## config.mk

```make
export PLATFORM = sky130hd
export DESIGN_NAME = dmem_ctrl_flat
export DESIGN_NICKNAME = d
export VERILOG_FILES = /design/src/rtl/dmem_ctrl_if.sv /design/src/rtl/dmem_ctrl.sv /design/src/flat_wrapper.sv
export SDC_FILE = /design/constraint.sdc
export NUM_CORES = 2
export LEC_CHECK = 0
export ABC_AREA = 1
export CAP_MARGIN = 0
export CELL_PAD_IN_SITES_DETAIL_PLACEMENT = 0
export CELL_PAD_IN_SITES_GLOBAL_PLACEMENT = 1
export CORE_ASPECT_RATIO = 0.75
export CORE_MARGIN = 4
export CORE_UTILIZATION = 40
export DETAILED_ROUTE_END_ITERATION = 7
export PLACE_DENSITY = 0.63
export SYNTH_ARGS = -nofsm -noshare
export SYNTH_HDL_FRONTEND = slang
export SYNTH_SLANG_ARGS = --single-unit
```

## constraint.sdc

```tcl
create_clock -name clk -period 8.1 [get_ports clk]
set_input_delay 2.43 -clock clk [delete_from_list [all_inputs] [get_ports clk]]
set_output_delay 2.43 -clock clk [all_outputs]
set_load 0.05 [all_outputs]
```

## src/rtl/dmem_ctrl_if.sv

```systemverilog
// Request/response bus between the core load/store path and dmem_ctrl.
// The core drives the master side; dmem_ctrl implements the slave side.
interface dmem_ctrl_if;
    logic        req_valid;
    logic        req_ready;
    logic        req_we;
    logic [1:0]  req_size;
    logic        req_unsigned;
    logic [31:0] req_addr;
    logic [31:0] req_wdata;
    logic        rsp_valid;
    logic [31:0] rsp_rdata;
    logic        rsp_err;

    modport master (
        output req_valid, req_we, req_size, req_unsigned, req_addr, req_wdata,
        input  req_ready, rsp_valid, rsp_rdata, rsp_err
    );

    modport slave (
        input  req_valid, req_we, req_size, req_unsigned, req_addr, req_wdata,
        output req_ready, rsp_valid, rsp_rdata, rsp_err
    );
endinterface

```

## src/rtl/dmem_ctrl.sv

```systemverilog
// Multi-cycle data memory with byte/half/word access and wait states.
// Requests are accepted in IDLE, held for WAIT_STATES cycles in BUSY,
// performed at the last BUSY edge and reported by a one-cycle RESP pulse.
// Optional macro MISALIGN_TRAP_EN: misaligned half/word accesses are
// rejected with rsp_err instead of being forced to alignment.
module dmem_ctrl #(
    parameter int unsigned DEPTH       = 64,
    parameter int unsigned WAIT_STATES = 0
) (
    input  logic        clk,
    input  logic        reset,
    dmem_ctrl_if.slave  bus
);

    localparam int unsigned AW = $clog2(DEPTH);

    typedef enum logic [1:0] {
        IDLE,
        BUSY,
        RESP
    } state_t;

    state_t      state;
    logic [3:0]  cnt;

    logic        cap_we;
    logic [1:0]  cap_size;
    logic        cap_uns;
    logic [31:0] cap_addr;
    logic [31:0] cap_wdata;

    logic        req_ready_q;
    logic        rsp_valid_q;
    logic        rsp_err_q;
    logic [31:0] rsp_rdata_q;

    logic [31:0] mem [DEPTH];

    logic [AW-1:0] word_idx;
    logic          out_of_range;
    logic          bad_size;
    logic          misaligned;
    logic          acc_err;
    logic [1:0]    lane;
    logic [31:0]   cur_word;
    logic [31:0]   shifted;
    logic [31:0]   load_data;
    logic [31:0]   wrep;
    logic [3:0]    byte_en;
    logic [31:0]   merged;
    logic          do_access;
    logic          mem_we;

    assign bus.req_ready = req_ready_q;
    assign bus.rsp_valid = rsp_valid_q;
    assign bus.rsp_err   = rsp_err_q;
    assign bus.rsp_rdata = rsp_rdata_q;

    assign word_idx  = cap_addr[AW+1:2];
    assign cur_word  = mem[word_idx];
    assign do_access = (state == BUSY) && (cnt == 4'd0);
    assign mem_we    = do_access && cap_we && !acc_err;

    // Decode the captured request: error checks, lane selection, load/store data.
    always_comb begin
        out_of_range = (cap_addr >> (AW + 2)) != 32'd0;
        bad_size     = (cap_size == 2'b11);
        misaligned   = ((cap_size == 2'b01) && cap_addr[0]) ||
                       ((cap_size == 2'b10) && (cap_addr[1:0] != 2'b00));
`ifdef MISALIGN_TRAP_EN
        acc_err      = out_of_range || bad_size || misaligned;
`else
        acc_err      = out_of_range || bad_size;
`endif

        // Half ignores addr[0] and word ignores addr[1:0]; with trapping enabled
        // any misaligned access errors out, so the forced lane is never used.
        case (cap_size)
            2'b00:   lane = cap_addr[1:0];
            2'b01:   lane = {cap_addr[1], 1'b0};
            default: lane = 2'b00;
        endcase

        shifted = cur_word >> {lane, 3'b000};
        case (cap_size)
            2'b00:   load_data = cap_uns ? {24'd0, shifted[7:0]}
                                         : {{24{shifted[7]}}, shifted[7:0]};
            2'b01:   load_data = cap_uns ? {16'd0, shifted[15:0]}
                                         : {{16{shifted[15]}}, shifted[15:0]};
            default: load_data = shifted;
        endcase

        case (cap_size)
            2'b00: begin
                wrep    = {4{cap_wdata[7:0]}};
                byte_en = 4'b0001 << lane;
            end
            2'b01: begin
                wrep    = {2{cap_wdata[15:0]}};
                byte_en = 4'b0011 << lane;
            end
            default: begin
                wrep    = cap_wdata;
                byte_en = 4'b1111;
            end
        endcase

        merged = cur_word;
        for (int unsigned i = 0; i < 4; i++) begin
            if (byte_en[i]) merged[i*8 +: 8] = wrep[i*8 +: 8];
        end
    end

    // Storage array: cleared by reset, read-modify-write on a committed store.
    always_ff @(posedge clk) begin
        if (reset) begin
            for (int unsigned i = 0; i < DEPTH; i++) mem[i] <= '0;
        end else if (mem_we) begin
            mem[word_idx] <= merged;
        end
    end

    // Control FSM with registered handshake and response outputs.
    always_ff @(posedge clk) begin
        if (reset) begin
            state       <= IDLE;
            cnt         <= '0;
            cap_we      <= 1'b0;
            cap_size    <= '0;
            cap_uns     <= 1'b0;
            cap_addr    <= '0;
            cap_wdata   <= '0;
            req_ready_q <= 1'b1;
            rsp_valid_q <= 1'b0;
            rsp_err_q   <= 1'b0;
            rsp_rdata_q <= '0;
        end else begin
            case (state)
                IDLE: begin
                    rsp_valid_q <= 1'b0;
                    rsp_err_q   <= 1'b0;
                    rsp_rdata_q <= '0;
                    if (bus.req_valid) begin
                        cap_we      <= bus.req_we;
                        cap_size    <= bus.req_size;
                        cap_uns     <= bus.req_unsigned;
                        cap_addr    <= bus.req_addr;
                        cap_wdata   <= bus.req_wdata;
                        cnt         <= 4'(WAIT_STATES);
                        req_ready_q <= 1'b0;
                        state       <= BUSY;
                    end
                end
                BUSY: begin
                    if (cnt != 4'd0) begin
                        cnt <= cnt - 4'd1;
                    end else begin
                        rsp_valid_q <= 1'b1;
                        rsp_err_q   <= acc_err;
                        rsp_rdata_q <= (cap_we || acc_err) ? '0 : load_data;
                        state       <= RESP;
                    end
                end
                RESP: begin
                    rsp_valid_q <= 1'b0;
                    rsp_err_q   <= 1'b0;
                    rsp_rdata_q <= '0;
                    req_ready_q <= 1'b1;
                    state       <= IDLE;
                end
                default: begin
                    req_ready_q <= 1'b1;
                    state       <= IDLE;
                end
            endcase
        end
    end

endmodule

```

## src/flat_wrapper.sv

```systemverilog
// flat-port wrapper written by rule: the top's interface ports become plain ports
module dmem_ctrl_flat 
#(
    parameter int unsigned DEPTH       = 64,
    parameter int unsigned WAIT_STATES = 0
)
  (clk, reset, bus_req_valid, bus_req_we, bus_req_size, bus_req_unsigned, bus_req_addr, bus_req_wdata, bus_req_ready, bus_rsp_valid, bus_rsp_rdata, bus_rsp_err);
  dmem_ctrl_if bus_i ();
  input  logic clk;
  input  logic reset;
  input wire logic [$bits(bus_i.req_valid)-1:0] bus_req_valid;
  input wire logic [$bits(bus_i.req_we)-1:0] bus_req_we;
  input wire logic [$bits(bus_i.req_size)-1:0] bus_req_size;
  input wire logic [$bits(bus_i.req_unsigned)-1:0] bus_req_unsigned;
  input wire logic [$bits(bus_i.req_addr)-1:0] bus_req_addr;
  input wire logic [$bits(bus_i.req_wdata)-1:0] bus_req_wdata;
  output wire logic [$bits(bus_i.req_ready)-1:0] bus_req_ready;
  output wire logic [$bits(bus_i.rsp_valid)-1:0] bus_rsp_valid;
  output wire logic [$bits(bus_i.rsp_rdata)-1:0] bus_rsp_rdata;
  output wire logic [$bits(bus_i.rsp_err)-1:0] bus_rsp_err;
  assign bus_i.req_valid = bus_req_valid;
  assign bus_i.req_we = bus_req_we;
  assign bus_i.req_size = bus_req_size;
  assign bus_i.req_unsigned = bus_req_unsigned;
  assign bus_i.req_addr = bus_req_addr;
  assign bus_i.req_wdata = bus_req_wdata;
  assign bus_req_ready = bus_i.req_ready;
  assign bus_rsp_valid = bus_i.rsp_valid;
  assign bus_rsp_rdata = bus_i.rsp_rdata;
  assign bus_rsp_err = bus_i.rsp_err;
  dmem_ctrl #(.DEPTH(DEPTH), .WAIT_STATES(WAIT_STATES)) u_core (.clk(clk), .reset(reset), .bus(bus_i));
endmodule
```

### Word level (Yosys, flattened, before mapping)

Memory sizes are Yosys's and may differ from the RTL's. A register that Yosys moved wholly into a read port is not among the register bits.
Index checks and enable logic that the tools add are counted.
Widths: inputs -> output; s select.

* memory bits (writable): 2048
* memories kept: 1
* logic and storage cells: 79
* register bits after elaboration: 109
* input bits: 71
* output and inout bits: 35

* reduce and logical (&&, ||, !) cells: 20
* shifts and indexed selects: 3
* equality and inequality tests: 7
* bitwise gates (word level): 1
* add/subtract/negate cells: 1
* mux-type cells: 35

Memories
* u_core.mem: depth 64, bits a word 32, rd ports 1, clocked after memory_dff 1, write ports 64, line dmem_ctrl.sv:37 `logic [31:0] mem [DEPTH];`

Operator list (number)
* $pmux 32 s2: 3
* $mux 32: 5
* $mux 8: 4
* $reduce_bool 32->1: 1
* $reduce_or 32->1: 1
* $shr 32x5->32: 1
* $mux 6: 3
* $pmux 4 s2: 2
* $mux 1: 9
* $mux 4: 2
* $pmux 2 s2: 2
* $reduce_and 2->1: 4
* $ne 2x2->1 const B: 3
* $pmux 1 s2: 3
* $eq 2x1->1 const B: 2
* $eq 2x2->1 const B: 2
* $logic_not 2->1: 2
* $logic_not 4->1: 1
* $mux 2: 2
* $reduce_bool 2->1: 2
* $reduce_bool 4->1: 1
* $shl 1x2->4 const A: 1
* $shl 2x2->4 const A: 1
* $sub 4x1->4 const B: 1
* 6 further kinds: 9

### Longest topological paths before layout

* depth in word-level cells: 9
* gate-level depth with buffers: 20
* mapped depth without buffers: 17

### Worst setup path before layout

No wires, ideal clock.

* kind: input to register
* start point: in reset
* end point: mem u_core.mem[7][0], enable pin
* stages on the path: 6
* buffers on the path: 1
* library setup time: 0.389 ns
* slack: 3.493 ns
* arrival: 4.217 ns
* data required time: 7.711 ns
* cell sequence: nor4_2 > nand2_1 > nor2_2 > nand2_1 > clkbuf_1 > nand2_1

RTL lines
* from (decl): line flat_wrapper.sv:10 `input logic reset;`
* to (decl): line dmem_ctrl.sv:37

==> impl_results.md <==
- Outcome: complete, no violations
- Die Span Y: about 440 um
- Core Rows: 157
- Worst path slowest cell: nand2_1
- Cts bufs inserted: 227
- Flop pwr share: 43.9%
- Setup Fix Bufs, Post-CTS: 0
- Commonest non-fill, non-tap cell in the layout: nor2_1
- Max-slew violations: 0
- Synth Cell Area: 98000 um^2
- # hold bufs at CTS: 0
- Hold path start: u_core.bus.rsp_rdata[16]
- Detailed placer's ending HPWL: 218000 um
- Max Cap Viol: 0
- Nets: 9503
- Synth Area per Inst: 10.1 um^2
- Dpl cells: 12.5k
- Worst-case clock skew: 0.0796 ns
- CTS HTree Levels: 4
- DR vias: 72.6k
- CTS Sinks: 2163
- GPL Wtd Cong: around 0.94
- Layout cells sized above 1: roughly 7.5%
- DRC errors left: 0
- Worst-skew pair later-pin latency: 0.93 ns
- Post-synth EDFFs: 2048
- Sw frac: 32.5%
- Number of library cell types mapped by synthesis: 40
- Worst Tran Pin Value: 1.30 ns
- Vias in the first global route: around 70k
- Largest net degree at the start of global routing: 164
- Ys flop type: edfxtp_1
- Critical-path cell list: clkdlybuf4s50_1 -> buf_4 -> nor4_2 -> nand2_1 -> nor2_2 -> nand2_1 -> buf_4 -> nand2_1 -> buf_4
- First-pass GRT wire length: approximately 500000 um
- Core area: 244000 um^2
- Die span in x: 580 um
- Crit path kind: input port to flop
- Max clock buf depth: 4
- I/O Buffers: 105
- PwrDens: approximately 270 nW/um^2
- Hold Vio Cnt, Final: 0
- Post-synth net total: 9781
- Worst vdd ir: 0.000206 V
- Gate power share: about 20%
- Crit path required time: 8.70 ns
- Max Clock Freq: 168 MHz
- Crit share post-route: about three quarters
- Cell internal pwr: 19.6 mW
- Initial Utilization: 40.2%
- DIE AREA: 253000 um^2
- ANT nets after route: 0
- Post-cts sizing count: 0
- Pre-Repair DR Iteration Count: 8
- Period minus WS final: 5.96 ns
- Clock transition time at the flip-flop clock pins of the worst setup and hold paths: ~0.07 ns
- Initial antenna violation count: 6
- Crit Path Max Fanout: 39
- Final setup vio count: 0
- Post-synth ARST share: 0%
- Average wire per standard cell: 27.5 um
- FF+latch count, synth: 2163
- Place WS: around 1.3 ns
- Most frequent cells in the layout: 2581 x nor2_1, 2048 x edfxtp_1, 1662 x nand2_1
- Fillcell total: around 23k
- Slowest stage delay, CP: ~0.82 ns
- Power, Total: 29.0 mW
- Vias per cell: 5.64
- Mapped Cells: 9708
- Total wire length: 353000 um
- CP Launch Type: input port
- Setup_tns: 0 ns
- Sw power: around 9.4 mW
- RSZ-0062 raised after global routing: false
- Total leakage power: 39.8 nW
- Ys Warns: 0
- Post-synthesis sequential area ratio: 65.1%
- CP startpoint: reset
- IO Pins: approximately 110
- Slew Limit Headroom: 12.8%
- TritonCTS clock tree: yes
- Initial drt markers: 9733
- Area Overhead vs Synth: 9.77%
- Clk pwr share: 36.3%
- Setup WS post-layout: 2.14 ns
- Final Non-Filler Cells: ~13k
- CP Data Arrival Time: 6.56 ns
- Total grt overflow: 0
- Crit end category: flop
- Worst min path class: flop to flop
- Gr usage total: between 20 and 30%
- CTS root buffer: clkbuf_16
-- routing by layer --
layer,share of wire (%),GRT usage [%],routed length (um)
met1,42,38.6,150000
met2,44,40.7,155000
met3,10,7.07,36400
met4,3.2,7.95,11400
met5,0.0034,0,12
-- cell families after synthesis --
logic type | share of synthesized area [%]
buf+inv | 5.74
compound gates | 5.40
fa+ha+maj | 0.0255
simple gates | 23.8
flops | 65.1
-- Yosys cell counts, types with 50 or more instances --
master    number  area share (%)
o22ai_1      239             1.5
buf_1         50            0.19
a21oi_1       80            0.41
edfxtp_1    2048              63
clkbuf_1     335             1.3
o21ai_0      493             2.5
dfxtp_1      115             2.3
inv_1         52            0.20
nand2_1     1662             6.4
nor2_2        70            0.45
nand3_1     1332             6.8
buf_6        192             2.2
nor2_1      2582             9.9
o21ai_1       73            0.37
buf_2        229             1.2
buf_4         63            0.48
-- final timing paths --
check | slack, ns | cells past startpoint | endpoint
min reg2reg | 0.47 | 2 | u_core.bus.rsp_rdata[16]
max reg2reg | 2.50 | 11 | u_core.mem[49][8]
min | 0.47 | 2 | u_core.bus.rsp_rdata[16]
max | 2.14 | 9 | u_core.mem[42][2]
-- worst max-delay path: cells and delay by family --
kind | cells | cell delay, ns
and+or+nand+nor | 5 | 2.83
buffers and inverters | 4 | 1.26
-- sequential cells by signal (all words and copies together), names as in the netlist, named ones only --
signal and cells:
u_core.bus.rsp_rdata 32, u_core.cap_size 2, u_core.cap_uns 1, u_core.state 2, u_core.cap_wdata 32, u_core.bus.rsp_valid 1
u_core.cap_addr 32, u_core.bus.req_ready 1, u_core.cnt 4, u_core.bus.rsp_err 1, u_core.cap_we 1, u_core.mem 2048
-- power groups by stage --
stage               Sequential, mW  Clock [mW]  Combinational (mW)
finish                        12.7        10.5                5.75
global route                  12.8        11.1                5.93
CTS                           12.7        10.7                5.64
detailed placement            13.0           0                5.62
global placement              13.0           0                5.62
floorplan                     12.9           0                3.28
-- per-stage QoR --
stage | utilization, % | hold slack [ns] | area, um^2
2_1_floorplan | - | 0.449 | 98000
3_3_place_gp | 41.1 | 0.457 | 100000
5_1_grt | 44.1 | 0.489 | 108000
6_report | 44.1 | 0.469 | 108000
4_1_cts | 44.1 | 0.465 | 108000
3_5_place_dp | 41.1 | 0.455 | 100000
-- area by class of cell --
cell class	instances	area, um^2	share of cell area (%)
clock buffers	285	6080	5.65
flip-flops and latches	2163	63800	59.3
diodes	3	7.51	0.00698
clock inverters	124	1190	1.10
multi-input cells	6604	28700	26.7
well taps	3259	4080	3.79
repair buffers	372	3410	3.17
inverters	62	290	0.270
No activity file was read; power rests on OpenSTA's default activity.
